## src/rtl/iot_bus_mux_pkg.sv

```systemverilog
// iot_bus_mux_pkg: shared CPU state encodings, IOT instruction field positions and decode helpers.
//   Provides: ST_F2/ST_F3 major-state codes, IOT opcode/field bit positions,
//   function codes, iot_t decoded-instruction struct, decode() and is_eae_skip().
package iot_bus_mux_pkg;

    localparam logic [4:0] ST_F2 = 5'd2;
    localparam logic [4:0] ST_F3 = 5'd3;

    // Instruction is numbered [0:11] with bit 0 as MSB.
    localparam int OP_MSB  = 0;
    localparam int OP_LSB  = 2;
    localparam int DEV_MSB = 3;
    localparam int DEV_LSB = 8;
    localparam int FN_MSB  = 9;
    localparam int FN_LSB  = 11;

    localparam logic [2:0] OP_IOT  = 3'o6;
    localparam logic [2:0] FN_BUS4 = 3'o4;
    localparam logic [2:0] FN_LAC  = 3'o5;
    localparam logic [2:0] FN_BUS6 = 3'o6;

    typedef struct packed {
        logic       iot;
        logic [5:0] code;
        logic [2:0] fn;
    } iot_t;

    function automatic iot_t decode(input logic [0:11] ins);
        iot_t d;
        d.iot  = ins[OP_MSB:OP_LSB] == OP_IOT;
        d.code = ins[DEV_MSB:DEV_LSB];
        d.fn   = ins[FN_MSB:FN_LSB];
        return d;
    endfunction

    // EAE skip-class opcodes: 7671 plus 1111????{0011,0111,1011,1101,1111}.
    function automatic logic is_eae_skip(input logic [0:11] ins);
        logic [0:3] lo;
        lo = ins[8:11];
        return ins == 12'o7671 ||
               (ins[0:3] == 4'hF && (lo == 4'b0011 || lo == 4'b0111 ||
                                     lo == 4'b1011 || lo == 4'b1101 || lo == 4'b1111));
    endfunction

endpackage

```

## src/rtl/iot_bus_mux_irq_sync.sv

```systemverilog
// irq_sync: two-flop synchroniser for asynchronous request lines.
//   clk, reset (sync, active-high); d[WIDTH] asynchronous in; q[WIDTH] synchronised out (2 clk latency).
module irq_sync
    import iot_bus_mux_pkg::*;
#(
    parameter int WIDTH = 1
) (
    input  logic             clk,
    input  logic             reset,
    input  logic [WIDTH-1:0] d,
    output logic [WIDTH-1:0] q
);

    logic [WIDTH-1:0] meta_d, meta_q, sync_d, sync_q;

    always_comb begin
        meta_d = d;
        sync_d = meta_q;
    end

    always_ff @(posedge clk) begin
        if (reset) begin
            meta_q <= '0;
            sync_q <= '0;
        end else begin
            meta_q <= meta_d;
            sync_q <= sync_d;
        end
    end

    assign q = sync_q;

endmodule

```

## src/rtl/iot_bus_mux.sv

```systemverilog
// iot_bus_mux: IOT device-channel decoder, data/skip mux, interrupt masking and front-panel bus capture.
//   In:  clk, reset (sync, active-high), state[5], instruction[0:11], ac[12],
//        dev_data[12*NUM_DEV], dev_skip[NUM_DEV], dev_irq[NUM_DEV] (async), EAE_skip.
//   Out: skip, in_bus[12], dev_sel[NUM_DEV] (combinational);
//        irq, irq_src[4], bus_display[12], iot_err (registered).
module iot_bus_mux
    import iot_bus_mux_pkg::*;
#(
    parameter int                    NUM_DEV   = 4,
    parameter logic [6*NUM_DEV-1:0]  DEV_CODES = {6'o20, 6'o04, 6'o03, 6'o00},
    parameter int                    EAE_EN    = 1
) (
    input  logic                   clk,
    input  logic                   reset,
    input  logic [4:0]             state,
    input  logic [0:11]            instruction,
    input  logic [11:0]            ac,
    input  logic [12*NUM_DEV-1:0]  dev_data,
    input  logic [NUM_DEV-1:0]     dev_skip,
    input  logic [NUM_DEV-1:0]     dev_irq,
    input  logic                   EAE_skip,
    output logic                   skip,
    output logic [11:0]            in_bus,
    output logic [NUM_DEV-1:0]     dev_sel,
    output logic                   irq,
    output logic [3:0]             irq_src,
    output logic [11:0]            bus_display,
    output logic                   iot_err
);

    iot_t               dec;
    logic [NUM_DEV-1:0] match, sync_irq, pending;
    logic               dev_skip_sel, f3_iot;

    logic [NUM_DEV-1:0] ie_d, ie_q;
    logic               irq_d, irq_q, iot_err_d, iot_err_q;
    logic [3:0]         irq_src_d, irq_src_q;
    logic [11:0]        lac_d, lac_q, lbus_d, lbus_q, bus_display_d, bus_display_q;

    assign dec = decode(instruction);

    // Shared codes resolve to the lowest-index channel.
    genvar i;
    for (i = 0; i < NUM_DEV; i++) begin : g_ch
        assign match[i] = dec.iot && dec.code == DEV_CODES[6*i +: 6];
        if (i == 0) begin : g_first
            assign dev_sel[i] = match[i];
        end else begin : g_rest
            assign dev_sel[i] = match[i] && !(|match[i-1:0]);
        end
    end

    always_comb begin
        in_bus       = '0;
        dev_skip_sel = 1'b0;
        for (int k = 0; k < NUM_DEV; k++) begin
            if (dev_sel[k]) begin
                in_bus       = dev_data[12*k +: 12];
                dev_skip_sel = dev_skip[k];
            end
        end
        skip = (EAE_EN != 0 && is_eae_skip(instruction)) ? EAE_skip : dev_skip_sel;
    end

    irq_sync #(.WIDTH(NUM_DEV)) u_irq_sync (
        .clk   (clk),
        .reset (reset),
        .d     (dev_irq),
        .q     (sync_irq)
    );

    always_comb begin
        f3_iot    = state == ST_F3 && dec.iot;
        pending   = sync_irq & ie_q;
        irq_d     = |pending;
        irq_src_d = irq_src_q;
        for (int k = NUM_DEV - 1; k >= 0; k--) begin
            if (pending[k]) irq_src_d = 4'(k);
        end
        ie_d = (state == ST_F3 && dec.fn == FN_LAC) ?
               (ie_q & ~dev_sel) | (dev_sel & {NUM_DEV{ac[11]}}) : ie_q;
        lac_d  = state == ST_F2 ? ac : lac_q;
        lbus_d = state == ST_F2 ? in_bus : lbus_q;
        bus_display_d = !f3_iot                                   ? bus_display_q :
                        (dec.fn == FN_BUS4 || dec.fn == FN_BUS6)  ? lbus_q :
                        dec.fn == FN_LAC                          ? lac_q : bus_display_q;
        iot_err_d = iot_err_q || (f3_iot && !(|dev_sel) && dec.code != 6'o00);
    end

    always_ff @(posedge clk) begin
        if (reset) begin
            ie_q          <= '1;
            irq_q         <= 1'b0;
            irq_src_q     <= '0;
            lac_q         <= '0;
            lbus_q        <= '0;
            bus_display_q <= '0;
            iot_err_q     <= 1'b0;
        end else begin
            ie_q          <= ie_d;
            irq_q         <= irq_d;
            irq_src_q     <= irq_src_d;
            lac_q         <= lac_d;
            lbus_q        <= lbus_d;
            bus_display_q <= bus_display_d;
            iot_err_q     <= iot_err_d;
        end
    end

    assign irq         = irq_q;
    assign irq_src     = irq_src_q;
    assign bus_display = bus_display_q;
    assign iot_err     = iot_err_q;

endmodule

```

## config.mk

```make
export PLATFORM = sky130hd
export DESIGN_NAME = iot_bus_mux
export DESIGN_NICKNAME = d
export VERILOG_FILES = /design/src/rtl/iot_bus_mux_pkg.sv /design/src/rtl/iot_bus_mux_irq_sync.sv /design/src/rtl/iot_bus_mux.sv
export SDC_FILE = /design/constraint.sdc
export NUM_CORES = 1
export LEC_CHECK = 0
export ABC_AREA = 1
export ABC_CLOCK_PERIOD_IN_PS = 1510
export BUFFER_PORTS_ARGS = -buffer_cell sky130_fd_sc_hd__buf_4
export CORE_MARGIN = 3
export CORE_UTILIZATION = 43
export CTS_CLUSTER_SIZE = 14
export DETAILED_ROUTE_END_ITERATION = 12
export MAX_ROUTING_LAYER = met4
export PLACE_DENSITY_LB_ADDON = 0.2
export SYNTH_ARGS = -nofsm -noshare
export SYNTH_HDL_FRONTEND = slang
export SYNTH_SLANG_ARGS = --single-unit
```

## constraint.sdc

```tcl
create_clock -name clk -period 1.51 [get_ports clk]
set_clock_uncertainty 0.15 [all_clocks]
set_input_delay 0.302 -clock clk [delete_from_list [all_inputs] [get_ports clk]]
set_output_delay 0.302 -clock clk [all_outputs]
set_load 0.005 [all_outputs]
```

# Yosys cells after proc, flatten, opt, wreduce, memory -nomap -nowiden
# Index checks and enable logic that the tools add are counted.
# classes
bitwise_logic	5
mux	14
n_reduce_logical	35
n_eq_ne	16
# op_table
operator	count
$mux W12	6
$eq A4 B4 Y1 const B	4
$and A4 B4 Y4	3
$eq A12 B12 Y1 const B	1
$eq A3 B3 Y1 const B	4
$logic_and A1 B1 Y1	12
$eq A5 B2 Y1 const B	2
$reduce_or A4 Y1	2
$logic_or A1 B1 Y1	7
$eq A6 B2 Y1 const B	1
$eq A6 B3 Y1 const B	1
$eq A6 B5 Y1 const B	1
$logic_not A6 Y1	1
$mux W1	6
$reduce_bool A6 Y1	1
$reduce_or A3 Y1	2
$eq A4 B2 Y1 const B	1
$eq A4 B3 Y1 const B	1
$logic_not A1 Y1	4
$mux W2	2
$not A4 Y4	1
$or A4 B4 Y4	1
$reduce_bool A2 Y1	2
$reduce_or A2 Y1	2
other kinds (2)	2
# word_totals
input_bits	88
output_inout_bits	35
ff_bits	52

# Longest topological paths before layout
# logic_depth
depth_word	10
mapped_depth	10

# By module
# From an unflattened synthesis, not the netlist that was laid out.
# hier_totals
hier_cells	406
hier_area_um2	2741.4
# by_module_without_submodules
module	cells_each	instances	seq_area_each_um2	area_each_um2
iot_bus_mux	381	1	880.8	2509.9
irq_sync	25	1	160.2	231.5

# Worst setup path before layout
# Ideal clock, no wire load.
# synth_path
path_kind	input to output
from	input instruction[2] (netlist bit)
to	output in_bus[5]
path_stages	8
slack_ns	-0.127
t_arrival_ns	1.185
path_buffers	1
path_cell_list	inv_2 nand3_4 inv_2 nand4_2 buf_6 or2_1 o21ai_2 inv_1
# synth_between
elab_chain_cells	7
word_cells_on_any_way	17
classes_between	1 x eq/ne; 4 x mux; 12 x reduce/logical
# synth_lines
item	line_no	source
start, declared	iot_bus_mux.sv:16	input logic [0:11] instruction,
$eq A3 B3 Y1 *	iot_bus_mux_pkg.sv:30	d.iot = ins[OP_MSB:OP_LSB] == OP_IOT;
$logic_and A1 B1 Y1	iot_bus_mux.sv:45	assign match[i] = dec.iot && dec.code == DEV_CODES[6*i +: 6];
$logic_not A1 Y1 / $reduce_or A2 Y1 (equally long branches)	iot_bus_mux.sv:49	assign dev_sel[i] = match[i] && !(|match[i-1:0]);
$logic_and A1 B1 Y1 / $logic_not A1 Y1 (equally long branches)	iot_bus_mux.sv:49	
$mux W12 / $logic_and A1 B1 Y1 (equally long branches)	iot_bus_mux.sv:57, iot_bus_mux.sv:49	
$mux W12	iot_bus_mux.sv:57	if (dev_sel[k]) begin
$mux W12 *	iot_bus_mux.sv:57	
end, declared	iot_bus_mux.sv:23	output logic [11:0] in_bus,
# Mark *: on every way between the ends. The rest lies on a longest branch, timed or not.

# Worst setup path after layout
# layout_path
from	input instruction[1] (netlist bit)
to	output in_bus[1]
# Same word-level chain as after synthesis.

==> flow_summary_export.csv <==
group,metric,value,unit
cts,cts_buffers,5,
timing,rsz0062_at_grt,"yes",
critical_path,cp-start-kind,"primary input",
critical_path,r2r_slack,450,ps
cts,cts.sink_count,52,
hold_path,worst_hold_path_type,"in -> reg",
grt,grt.total_usage,27.8,%
timing,layout_min_cycle_time,1920,ps
critical_path,crit_path_max_fanout,6,
cts,cts_max_level,2,
grt,grt_pass1_vias,3626,
pwr,p_total,2730,uW
routing,vias,3666,
critical_path,endpoint_kind,"primary output",
grt,grt_pass1_wl,16400,um
cells_and_area,final_util,80.3,%
floorplanning,pin_count,123,
routing,drt-initial-drc-count,212,
timing,whs,33.3,ps
placed_design,dpl_cell_area,4240,um2
logic_synthesis,synth_top_family_by_area,"simple AND/OR/NAND/NOR gates",
critical_path,r2r_end,"bus_display[4]$_SDFFE_PP0P_",
logic_synthesis,syn_inst,420,
logic_synthesis,synthXorXnorAreaFrac,0,%
logic_synthesis,synth-compound-area-share,12.3,%
run_status,status,"finished with violations",
routing,routed_wirelength,11400,um
logic_synthesis,synth_simple_gate_area_share,40.2,%
placed_design,dp_cells,659,
cells_and_area,stdcell_count,687,
timing,finalHoldViolations,0,
logic_synthesis,synth_area_per_cell,6.74,um2
grt,grt_start_max_net_pins,26,
logic_synthesis,ys_seq_area_share,36.8,%
logic_synthesis,ys_ff_latch,52,
critical_path,required,1060,ps
cells_and_area,drive_gt1_share,49.5,%
cells_and_area,antenna_cells,0,
cts,ctsHoldBuffers,0,
cts,clk_pin_slew,100,ps
pwr,power_density,555,nW/um2
cells_and_area,nNetsFinal,699,
cts,cts_tree,"yes",
critical_path,critPathKind,"in -> out",
hold_path,hold_depth,3,
cts,clock_latency,310,ps
run_status,violations,"setup timing",
flow_run,max-cap-violations,0,
routing,drt_first_pass_iters,5,
logic_synthesis,synthMuxAreaShare,0,%
timing,slew_viol_final,0,
logic_synthesis,synthAdderAreaFrac,0,%
floorplanning,core-area,6130,um2
cells_and_area,fin_area,4920,um2
hold_path,min-delay-start,"dev_irq[1]",
routing,avgRoutedWirePerCell,16.6,um
timing,fmax,522,MHz
floorplanning,rows,28,
timing,finalCritPeriodShare,127,%
floorplanning,die_w,87.1,um
cts,cts-root-buf,"clkbuf_8",
grt,grt_overflow,0,
critical_path,crit_top_cell,"buf_6",
logic_synthesis,synth_area,2830,um2
timing,fin_ws,-407,ps
floorplanning,start_util,46.1,%
critical_path,cp_top_family,"buffers and inverters",
placed_design,place.gp.congestion,0.958,
pwr,p_leak,0.00247,uW
critical_path,crit_arrival,1470,ps
critical_path,path_cells,"buf_4 > nand3_4 > buf_12 > nor2_8 > buf_6 > nand3_1 > nand2_1 > o21ai_4 > inv_2 > buf_6",
logic_synthesis,yosysUniqueCellTypes,33,
placed_design,io_buffers,120,
cells_and_area,area_growth_syn_to_layout,74.1,%
timing,final-setup-viol-count,20,
critical_path,r2r.worst_path.cells,4,
critical_path,rr_startpoint,"lbus_q[4]$_SDFFE_PP0N_",
routing,viasPerCell,5.34,
critical_path,path_buf_inv,5,
critical_path,cpPeakStageDelay,230,ps
hold_path,min_to,"u_irq_sync.meta_q[1]$_SDFF_PP0_",
floorplanning,die_h,87.1,um
routing,ant_nets,0,
logic_synthesis,yosys_warnings,0,
cts,clock_path_buffers,2,
grt,antenna_found_initial,0,
critical_path,critPathSlowestCell,"o21ai_4",
routing,drcViolationCount,0,
floorplanning,dieArea,7590,um2
placed_design,dp_hpwl,7270,um
pwr,vdd_drop_max,0.000625,V
==> cell usage after synthesis, drive strengths merged <==
cell type / count / area [um2]
a21oi: 27 / 161
buf: 13 / 85.1
clkbuf: 7 / 26.3
clkinv: 2 / 8.75
conb: 1 / 3.75
dfxtp: 52 / 1040
inv: 48 / 180
nand2: 90 / 353
nand3: 68 / 353
nand3b: 1 / 7.51
nand4: 13 / 87.6
nor2: 53 / 250
nor3: 2 / 15.0
nor4: 2 / 27.5
o21ai: 34 / 185
or2: 7 / 43.8
==> sequential cells by signal (all words and copies together) (netlist names), named ones only <==
name and flops:
bus_display 12, iot_err 1, irq 1, irq_src 2, lac_q 12, lbus_q 12
u_irq_sync.meta_q 4, u_irq_sync.q 4
==> layout by cell type (no fill, tap or decap), types with 2 or more instances in the layout <==
master	n
buf_4	166
nand2_1	73
dfxtp_1	52
nand3_1	45
nor2_1	44
inv_1	30
buf_6	30
o21ai_0	27
a21oi_1	20
nand3_2	19
inv_2	15
nand2_2	13
nand4_1	12
nor2_4	8
a21oi_2	7
or2_4	6
o21ai_4	5
clkbuf_8	5
nand3_4	4
nand2_4	4
buf_8	3
nand4_4	2
o21ai_2	2
clkinv_4	2
nor4_4	2
conb_1	2
buf_12	2
==> area by class of cell <==
| type | instances | area [um2] |
|---|---|---|
| multi-input cells | 301 | 1820 |
| repair buffers | 201 | 1670 |
| fillers | 398 | 1210 |
| flip-flops and latches | 52 | 1040 |
| inverters | 50 | 214 |
| well taps | 75 | 93.8 |
| clock buffers | 6 | 72.6 |
| clock inverters | 2 | 16.3 |
==> metal layers <==
layer / up-vias / wire length [um] / GRT usage [%]
met5: - / 0 / -
met4: 0 / 677 / 10.2
met3: 52 / 852 / 6.05
met2: 198 / 5580 / 47.1
met1: 1675 / 4300 / 32.2
li1: 1741 / - / -
==> metrics by stage <==
step / setup TNS (ps) / setup WS (ps)
finish: -5300 / -407
global route: -6640 / -462
CTS: -3880 / -289
detailed placement: -10060 / -395
global placement: -8260 / -350
floorplan: -382 / -105
==> how the worst max path moves through the flow <==
| stage | start | to | slack (ps) | depth (start not counted) |
|---|---|---|---|---|
| floorplan | instruction[2] | in_bus[5] | -110 | 8 |
| global placement | instruction[2] | in_bus[7] | -350 | 9 |
| detailed placement | instruction[4] | in_bus[2] | -400 | 8 |
| CTS | instruction[8] | in_bus[0] | -290 | 10 |
| global route | instruction[5] | in_bus[0] | -460 | 10 |
| finish | instruction[1] | in_bus[1] | -410 | 10 |
==> report_power, final <==
| group | switching [uW] | internal [uW] | leakage [uW] |
|---|---|---|---|
| registers | 10.9 | 1400 | 0.000422 |
| clock network | 470 | 331 | 0.0000414 |
| logic | 252 | 269 | 0.00201 |
==> tightest hold or removal path, stage by stage <==
cell    delay, ps
buf_4          80
inv_1          30
nor2_1         60
==> kinds of logic after synthesis <==
group,after synthesis
and+or+nand+nor,236
DFF,52
other,1
AOI/OAI and AO/OA,61
buffers and inverters,70
==> repair_timing <==
action,in CTS,in global routing
pin swaps,21,22
cloned,2,0
gates resized for setup,60,54
hold endpoints to repair,0,0
endpoints found under the setup margin,17,19
setup buffers,8,11
Power figures use the tool's default switching activity.
